**config.mk**
```make
export PLATFORM = sky130hd
export DESIGN_NAME = instruction_issuer_flat
export DESIGN_NICKNAME = d
export VERILOG_FILES = /design/src/rtl/instruction_issuer_if.sv /design/src/rtl/instruction_issuer.sv /design/src/flat_wrapper.sv
export SDC_FILE = /design/constraint.sdc
export NUM_CORES = 2
export LEC_CHECK = 0
export BUFFER_PORTS_ARGS = -buffer_cell sky130_fd_sc_hd__buf_2
export CAP_MARGIN = 20
export CORE_AREA = 5 5 400 402
export DETAILED_ROUTE_END_ITERATION = 8
export DIE_AREA = 0 0 405 407
export PLACE_DENSITY_LB_ADDON = 0.15
export SETUP_SLACK_MARGIN = 0.05
export SYNTH_ARGS = -nofsm -noshare
export SYNTH_HDL_FRONTEND = slang
export SYNTH_SLANG_ARGS = --single-unit
```
**constraint.sdc**
```tcl
create_clock -name clk -period 10.4 [get_ports clk]
set_input_delay 1.04 -clock clk [delete_from_list [all_inputs] [get_ports clk]]
set_output_delay 1.04 -clock clk [all_outputs]
set_load 0.005 [all_outputs]
```
**src/rtl/instruction_issuer_if.sv**
```systemverilog
// Host-side and decoder-side signal bundle for instruction_issuer.
//
// Handshake: a host word on host_wr_data is transferred on a rising clock edge
// where host_wr_valid and host_wr_ready are both high. The host holds valid and
// data steady until that edge. Ready never depends on valid, so the host may
// wait for ready before raising valid, or raise valid first.
interface instruction_issuer_if #(
  parameter int DEPTH = 16
);
  localparam int CW = $clog2(DEPTH) + 1;

  logic          host_wr_valid;
  logic          host_wr_ready;
  logic [31:0]   host_wr_data;
  logic          clear;
  logic          start;
  logic          stall;
  logic [87:0]   instruction;
  logic          instr_valid;
  logic          busy;
  logic          done;
  logic [CW-1:0] fifo_count;
  logic          dbg_state;   // 0 = IDLE, 1 = ISSUE

  // Host / bench side
  modport master (
    output host_wr_valid, host_wr_data, clear, start, stall,
    input  host_wr_ready, instruction, instr_valid, busy, done, fifo_count, dbg_state
  );

  // Issuer side
  modport slave (
    input  host_wr_valid, host_wr_data, clear, start, stall,
    output host_wr_ready, instruction, instr_valid, busy, done, fifo_count, dbg_state
  );
endinterface

```
**src/rtl/instruction_issuer.sv**
```systemverilog
// Assembles three 32-bit host words into an 88-bit instruction plus 8-bit hold
// count, queues them, and replays them to the control-unit decoder one per cycle.
// Each entry is issued for hold+1 valid cycles; bits in PULSE_MASK are driven
// only on the first of those cycles.
module instruction_issuer #(
  parameter int          DEPTH      = 16,
  parameter logic [87:0] PULSE_MASK = 88'h3
) (
  input logic           clk,
  input logic           rst,
  instruction_issuer_if.slave bus
);
  localparam int AW = $clog2(DEPTH);
  localparam int CW = AW + 1;

  typedef enum logic {IDLE = 1'b0, ISSUE = 1'b1} state_t;

  // Word assembly
  logic [1:0]    word_cnt_q;
  logic [31:0]   w0_q;
  logic [31:0]   w1_q;

  // FIFO: entry = {hold[7:0], instr[87:0]}
  logic [95:0]   mem_q [DEPTH];
  logic [AW-1:0] wr_ptr_q;
  logic [AW-1:0] rd_ptr_q;
  logic [CW-1:0] count_q;

  // Issue engine
  state_t        state_q;
  logic [87:0]   cur_instr_q;   // entry currently being issued
  logic [8:0]    rem_q;         // valid cycles still owed by the current entry
  logic          first_q;       // next emitted cycle carries the pulse bits
  logic [87:0]   instruction_q;
  logic          instr_valid_q;
  logic          done_q;

  logic          full;
  logic          empty;
  logic          ready;
  logic          accept;
  logic          push;
  logic          pop;
  logic [95:0]   head;

  assign full   = (count_q == CW'(DEPTH));
  assign empty  = (count_q == '0);
  // Only the third word needs a free slot; ignores a pop on the same edge.
  assign ready  = !((word_cnt_q == 2'd2) && full);
  assign accept = bus.host_wr_valid && ready && !bus.clear;
  assign push   = accept && (word_cnt_q == 2'd2);
  assign head   = mem_q[rd_ptr_q];

  // Head is consumed on start from IDLE, or once the current entry has used up
  // all its valid cycles and issue is not stalled.
  assign pop = !bus.clear && !empty &&
               (((state_q == IDLE) && bus.start) ||
                ((state_q == ISSUE) && !bus.stall && (rem_q == 9'd0)));

  // Collect w0/w1 into staging registers; w2 completes the entry.
  always_ff @(posedge clk or posedge rst) begin
    if (rst) begin
      word_cnt_q <= 2'd0;
      w0_q       <= '0;
      w1_q       <= '0;
    end else if (bus.clear) begin
      word_cnt_q <= 2'd0;
    end else if (accept) begin
      case (word_cnt_q)
        2'd0: begin
          w0_q       <= bus.host_wr_data;
          word_cnt_q <= 2'd1;
        end
        2'd1: begin
          w1_q       <= bus.host_wr_data;
          word_cnt_q <= 2'd2;
        end
        default: word_cnt_q <= 2'd0;
      endcase
    end
  end

  // FIFO storage; contents need no reset because count_q gates every read.
  always_ff @(posedge clk) begin
    if (push) begin
      mem_q[wr_ptr_q] <= {bus.host_wr_data, w1_q, w0_q};
    end
  end

  // FIFO pointers and occupancy; pointers wrap naturally at DEPTH.
  always_ff @(posedge clk or posedge rst) begin
    if (rst) begin
      wr_ptr_q <= '0;
      rd_ptr_q <= '0;
      count_q  <= '0;
    end else if (bus.clear) begin
      wr_ptr_q <= '0;
      rd_ptr_q <= '0;
      count_q  <= '0;
    end else begin
      if (push) wr_ptr_q <= wr_ptr_q + AW'(1);
      if (pop)  rd_ptr_q <= rd_ptr_q + AW'(1);
      count_q <= count_q + CW'(push) - CW'(pop);
    end
  end

  // Issue FSM with registered decoder-facing outputs.
  always_ff @(posedge clk or posedge rst) begin
    if (rst) begin
      state_q       <= IDLE;
      cur_instr_q   <= '0;
      rem_q         <= '0;
      first_q       <= 1'b0;
      instruction_q <= '0;
      instr_valid_q <= 1'b0;
      done_q        <= 1'b0;
    end else if (bus.clear) begin
      state_q       <= IDLE;
      cur_instr_q   <= '0;
      rem_q         <= '0;
      first_q       <= 1'b0;
      instruction_q <= '0;
      instr_valid_q <= 1'b0;
      done_q        <= 1'b0;
    end else begin
      done_q <= 1'b0;
      case (state_q)
        IDLE: begin
          instruction_q <= '0;
          instr_valid_q <= 1'b0;
          if (bus.start) begin
            if (pop) begin
              state_q     <= ISSUE;
              cur_instr_q <= head[87:0];
              if (bus.stall) begin
                // Entry loaded but not yet emitted: all hold+1 cycles owed.
                rem_q   <= {1'b0, head[95:88]} + 9'd1;
                first_q <= 1'b1;
              end else begin
                instruction_q <= head[87:0];
                instr_valid_q <= 1'b1;
                rem_q         <= {1'b0, head[95:88]};
                first_q       <= 1'b0;
              end
            end else begin
              done_q <= 1'b1;
            end
          end
        end
        ISSUE: begin
          if (bus.stall) begin
            instruction_q <= '0;
            instr_valid_q <= 1'b0;
          end else if (rem_q != 9'd0) begin
            instruction_q <= first_q ? cur_instr_q : (cur_instr_q & ~PULSE_MASK);
            instr_valid_q <= 1'b1;
            rem_q         <= rem_q - 9'd1;
            first_q       <= 1'b0;
          end else if (pop) begin
            cur_instr_q   <= head[87:0];
            instruction_q <= head[87:0];
            instr_valid_q <= 1'b1;
            rem_q         <= {1'b0, head[95:88]};
            first_q       <= 1'b0;
          end else begin
            instruction_q <= '0;
            instr_valid_q <= 1'b0;
            done_q        <= 1'b1;
            state_q       <= IDLE;
          end
        end
        default: state_q <= IDLE;
      endcase
    end
  end

  assign bus.host_wr_ready = ready;
  assign bus.instruction   = instruction_q;
  assign bus.instr_valid   = instr_valid_q;
  assign bus.busy          = (state_q == ISSUE);
  assign bus.done          = done_q;
  assign bus.fifo_count    = count_q;
  assign bus.dbg_state     = state_q;
endmodule

```
**src/flat_wrapper.sv**
```systemverilog
// flat-port wrapper written by rule: the top's interface ports become plain ports
module instruction_issuer_flat 
#(
  parameter int          DEPTH      = 16,
  parameter logic [87:0] PULSE_MASK = 88'h3
)
  (clk, rst, bus_host_wr_valid, bus_host_wr_data, bus_clear, bus_start, bus_stall, bus_host_wr_ready, bus_instruction, bus_instr_valid, bus_busy, bus_done, bus_fifo_count, bus_dbg_state);
  instruction_issuer_if #(.DEPTH(DEPTH)) bus_i ();
  input logic clk;
  input logic rst;
  input wire logic [$bits(bus_i.host_wr_valid)-1:0] bus_host_wr_valid;
  input wire logic [$bits(bus_i.host_wr_data)-1:0] bus_host_wr_data;
  input wire logic [$bits(bus_i.clear)-1:0] bus_clear;
  input wire logic [$bits(bus_i.start)-1:0] bus_start;
  input wire logic [$bits(bus_i.stall)-1:0] bus_stall;
  output wire logic [$bits(bus_i.host_wr_ready)-1:0] bus_host_wr_ready;
  output wire logic [$bits(bus_i.instruction)-1:0] bus_instruction;
  output wire logic [$bits(bus_i.instr_valid)-1:0] bus_instr_valid;
  output wire logic [$bits(bus_i.busy)-1:0] bus_busy;
  output wire logic [$bits(bus_i.done)-1:0] bus_done;
  output wire logic [$bits(bus_i.fifo_count)-1:0] bus_fifo_count;
  output wire logic [$bits(bus_i.dbg_state)-1:0] bus_dbg_state;
  assign bus_i.host_wr_valid = bus_host_wr_valid;
  assign bus_i.host_wr_data = bus_host_wr_data;
  assign bus_i.clear = bus_clear;
  assign bus_i.start = bus_start;
  assign bus_i.stall = bus_stall;
  assign bus_host_wr_ready = bus_i.host_wr_ready;
  assign bus_instruction = bus_i.instruction;
  assign bus_instr_valid = bus_i.instr_valid;
  assign bus_busy = bus_i.busy;
  assign bus_done = bus_i.done;
  assign bus_fifo_count = bus_i.fifo_count;
  assign bus_dbg_state = bus_i.dbg_state;
  instruction_issuer #(.DEPTH(DEPTH), .PULSE_MASK(PULSE_MASK)) u_core (.clk(clk), .rst(rst), .bus(bus_i));
endmodule
```
==> impl_metrics.toml <==
[outcome]
status = "completed"

[worst_setup_path]
cp_data_arrival_time_ps = 5060
critPathMaxStageDelay_ps = 1010
critical_path_required_ps = 11080
start_kind = "register"
end_kind = "register"
critPathKind = "reg -> reg"
cp_slowest_cell = "dfrtp_4"
cp_max_fo = 120
worst-path-stages = 7
path_common_cell = "a22oi_1"
path_buf_inv = 2
path_delay_family = "buffers and inverters"
crit_chain = "buf_12 -> buf_4 -> mux4_2 -> a22oi_1 -> nand2_1 -> a22oi_1 -> nor2_1"
r2r_cells = 7

[placed_design]
globalplace.congestion = 0.758
io_buffers = 135
place_hpwl_um = 91600

[synthesis]
yosysSeqAreaShare_pct = 75.6
post-synth-top-count-cell = "edfxtp_1"
ys_ff_latch = 1804
yosysWarnings = 0
syn_nets = 3852
synth_top_area_share_pct = 66.0
synthCells = 3799
synthFlopType = "edfxtp_1"
synth_edf_count = 1536
avgSynthCellArea_um2 = 18.4
netlist_area_um2 = 69800
yosysTopAreaCell = "edfxtp_1"
synthTopCellsByCount = "edfxtp_1 (1536), mux2i_1 (384), dfrtp_1 (268), nand2_1 (202), mux4_2 (195)"
async_flop_share_pct = 14.9
ys_top_cells_by_area = "edfxtp_1 (66%), dfrtp_1 (9.6%), mux4_2 (6.3%), mux2i_1 (5.5%), a221oi_1 (2.4%)"
ys_types = 62

[clock_network]
postCtsSetupBuffers = 0
htreeDepth = 4
insertion_delay_ps = 830
cts_sinks = 1804
cts-resized-gates = 0
root_buffer = "clkbuf_16"
clk_pin_slew_worst_paths_ps = 60
cts_buffers = 187
cts_tree = "yes"
cts_buffer_depth = 3
cts-hold-fix-buffers = 0

[routing]
drt_pass1_iterations = 6
drt_iter0_drc = 3398
drt_wl_total_um = 175000
route.detailed.drc = 0
wl_per_cell_um = 28.3
dr_total_vias = 36075
ant_nets = 0
viasPerCell = 5.84

[timing]
maxSlewViolCount = 0
setup_violations = 0
fin_crit_sh_pct = 42.1
rsz0062_at_grt = "no"
finalCriticalPeriod_ps = 4380
setup_tns_ps = 0
fmax_mhz = 228
maxSlewHeadroom_pct = 22.4
max_slew.worst_pin.slew_ps = 1160
hold_viol = 0
clock_skew_ps = 30.0

[power_and_ir_drop]
switching_share_pct = 26.2
p_seq_share_pct = 49.3
power_density_nw_per_um2 = 229
p_leak_uw = 0.0261
p_sw_uw = 4720
p_int_uw = 13300
vdd_drop_max_v = 0.000186
clock_power_share_pct = 36.6
power_frac_comb_pct = 14.1

[floorplan]
die_width_um = 405
row_count = 145
core_um2 = 156000
io_pins = 136
initial_utilization_pct = 44.9
die-area_um2 = 165000
fp.dieH_um = 407

[grt]
antenna_found_initial = 14
grt_max_degree = 146
grt_pass1_vias = 35899
grt_overflow_total = 0
track_usage_pct = 21.2
grt_pass1_wl_um = 254000

[final_layout]
drive_gt1_share_pct = 18.4
postLayoutCoreUtil_pct = 50.5
area_growth_pct = 12.6
nNetsFinal = 3996

[run]
cap_violations = 0

[hold_path]
hp-class = "in -> async"
## sequential cells by signal (all words and copies together), names as in the netlist
signal and count:
u_core.bus.busy 1, u_core.bus.instruction 88, u_core.cur_instr_q 88, u_core.bus.instr_valid 1, u_core.first_q 1, u_core.w0_q 32
u_core.bus.fifo_count 5, u_core.w1_q 32, u_core.mem_q 1536, u_core.word_cnt_q 2, u_core.bus.done 1, u_core.rd_ptr_q 4
u_core.wr_ptr_q 4, u_core.rem_q 9
## metal layers
metal / part of all wire [%] / track usage, % / wire [um] / vias to the layer above
li1: - / - / - / 15592
met1: 44 / 30.7 / 76900 / 19074
met2: 47 / 33.5 / 82000 / 1174
met3: 7.1 / 4.45 / 12500 / 231
met4: 1.9 / 4.82 / 3270 / 4
met5: 0.015 / 0 / 27 / -
## worst paths after layout
check,start,to,slack [ps]
min in group clk,u_core.cur_instr_q[0]$_DFFE_PP0P_,u_core.cur_instr_q[0]$_DFFE_PP0P_,500
worst max register to register,u_core.rd_ptr_q[0]$_DFFE_PP0N_,u_core.bus.instruction[21]$_DFF_PP0_,6020
worst min-delay path,rst,u_core.bus.instruction[65]$_DFF_PP0_,310
worst min register to register,u_core.cur_instr_q[0]$_DFFE_PP0P_,u_core.cur_instr_q[0]$_DFFE_PP0P_,500
max in group asynchronous,rst,u_core.rd_ptr_q[0]$_DFFE_PP0N_,7890
worst max-delay path,u_core.rd_ptr_q[0]$_DFFE_PP0N_,u_core.bus.instruction[21]$_DFF_PP0_,6020
## cells in the final DEF (no fill, tap or decap), drive strengths merged, types with 6 or more instances in the layout
| master | count |
|---|---|
| diode | 10 |
| mux4 | 195 |
| xor2 | 8 |
| mux2i | 384 |
| nand2b | 87 |
| a22oi | 180 |
| clkinv | 72 |
| nand2 | 203 |
| bufinv | 12 |
| buf | 187 |
| ha | 14 |
| inv | 28 |
| and2 | 22 |
| nor2 | 111 |
| dfrtp | 268 |
| clkbuf | 259 |
| a21oi | 14 |
| mux2 | 67 |
| nor2b | 6 |
| edfxtp | 1536 |
| o21ai | 191 |
| nor3 | 8 |
| nand4 | 7 |
| a221oi | 192 |
## power groups by stage
stage          logic (uW)  registers, uW  clock network, uW
5_1_grt              2760           8920               7050
4_1_cts              2570           8860               6730
3_5_place_dp         2570           9010                  0
6_report             2540           8870               6600
3_3_place_gp         2560           8990                  0
2_1_floorplan        2020           8770                  0
## kinds of logic (layout without fill, tap and decap cells)
logic type               count (synthesis)  count (layout)  synth area share, %
buffers and inverters                  252             561                 1.74
AO/OA/AOI/OAI                          608             608                 6.25
flip-flops                            1804            1804                 75.6
adder cells (fa/ha/maj)                 15              15                0.279
XOR/XNOR                                13              13                0.163
other                                    0              10                    0
AND/OR/NAND/NOR                        461             461                 3.05
multiplexers                           646             646                 12.9
## worst reg2reg max path, delay by kind of cell, from the launching register on
family          cells  cell delay, ps
buf+inv             2            1870
flops               1            1010
mux                 1             650
compound gates      2             420
simple gates        2             290
## stage by stage
stage / setup slack [ps] / hold slack (ps) / instances / total power [uW] / instance area [um2]
floorplan: 1980 / 458 / 3799 / 10800 / 69800
global placement: 5840 / 481 / 5812 / 11600 / 72500
detailed placement: 5750 / 478 / 5812 / 11600 / 72500
CTS: 5940 / 305 / 6166 / 18200 / 78600
global route: 5820 / 336 / 6167 / 18700 / 78600
finish: 6020 / 306 / 6176 / 18000 / 78600
## layout make-up
| cell class | count | area (um2) |
|---|---|---|
| Inverter | 19 | 83.8 |
| Clock inverter | 96 | 975 |
| Tap cell | 2058 | 2570 |
| Timing Repair Buffer | 188 | 1160 |
| Sequential cell | 1804 | 52800 |
| Fill cell | 12704 | 77000 |
| Antenna cell | 10 | 25.0 |
| Clock buffer | 258 | 5120 |
| Multi-Input combinational cell | 1743 | 15900 |
Note: power is estimated with default switching activity, not from simulation.
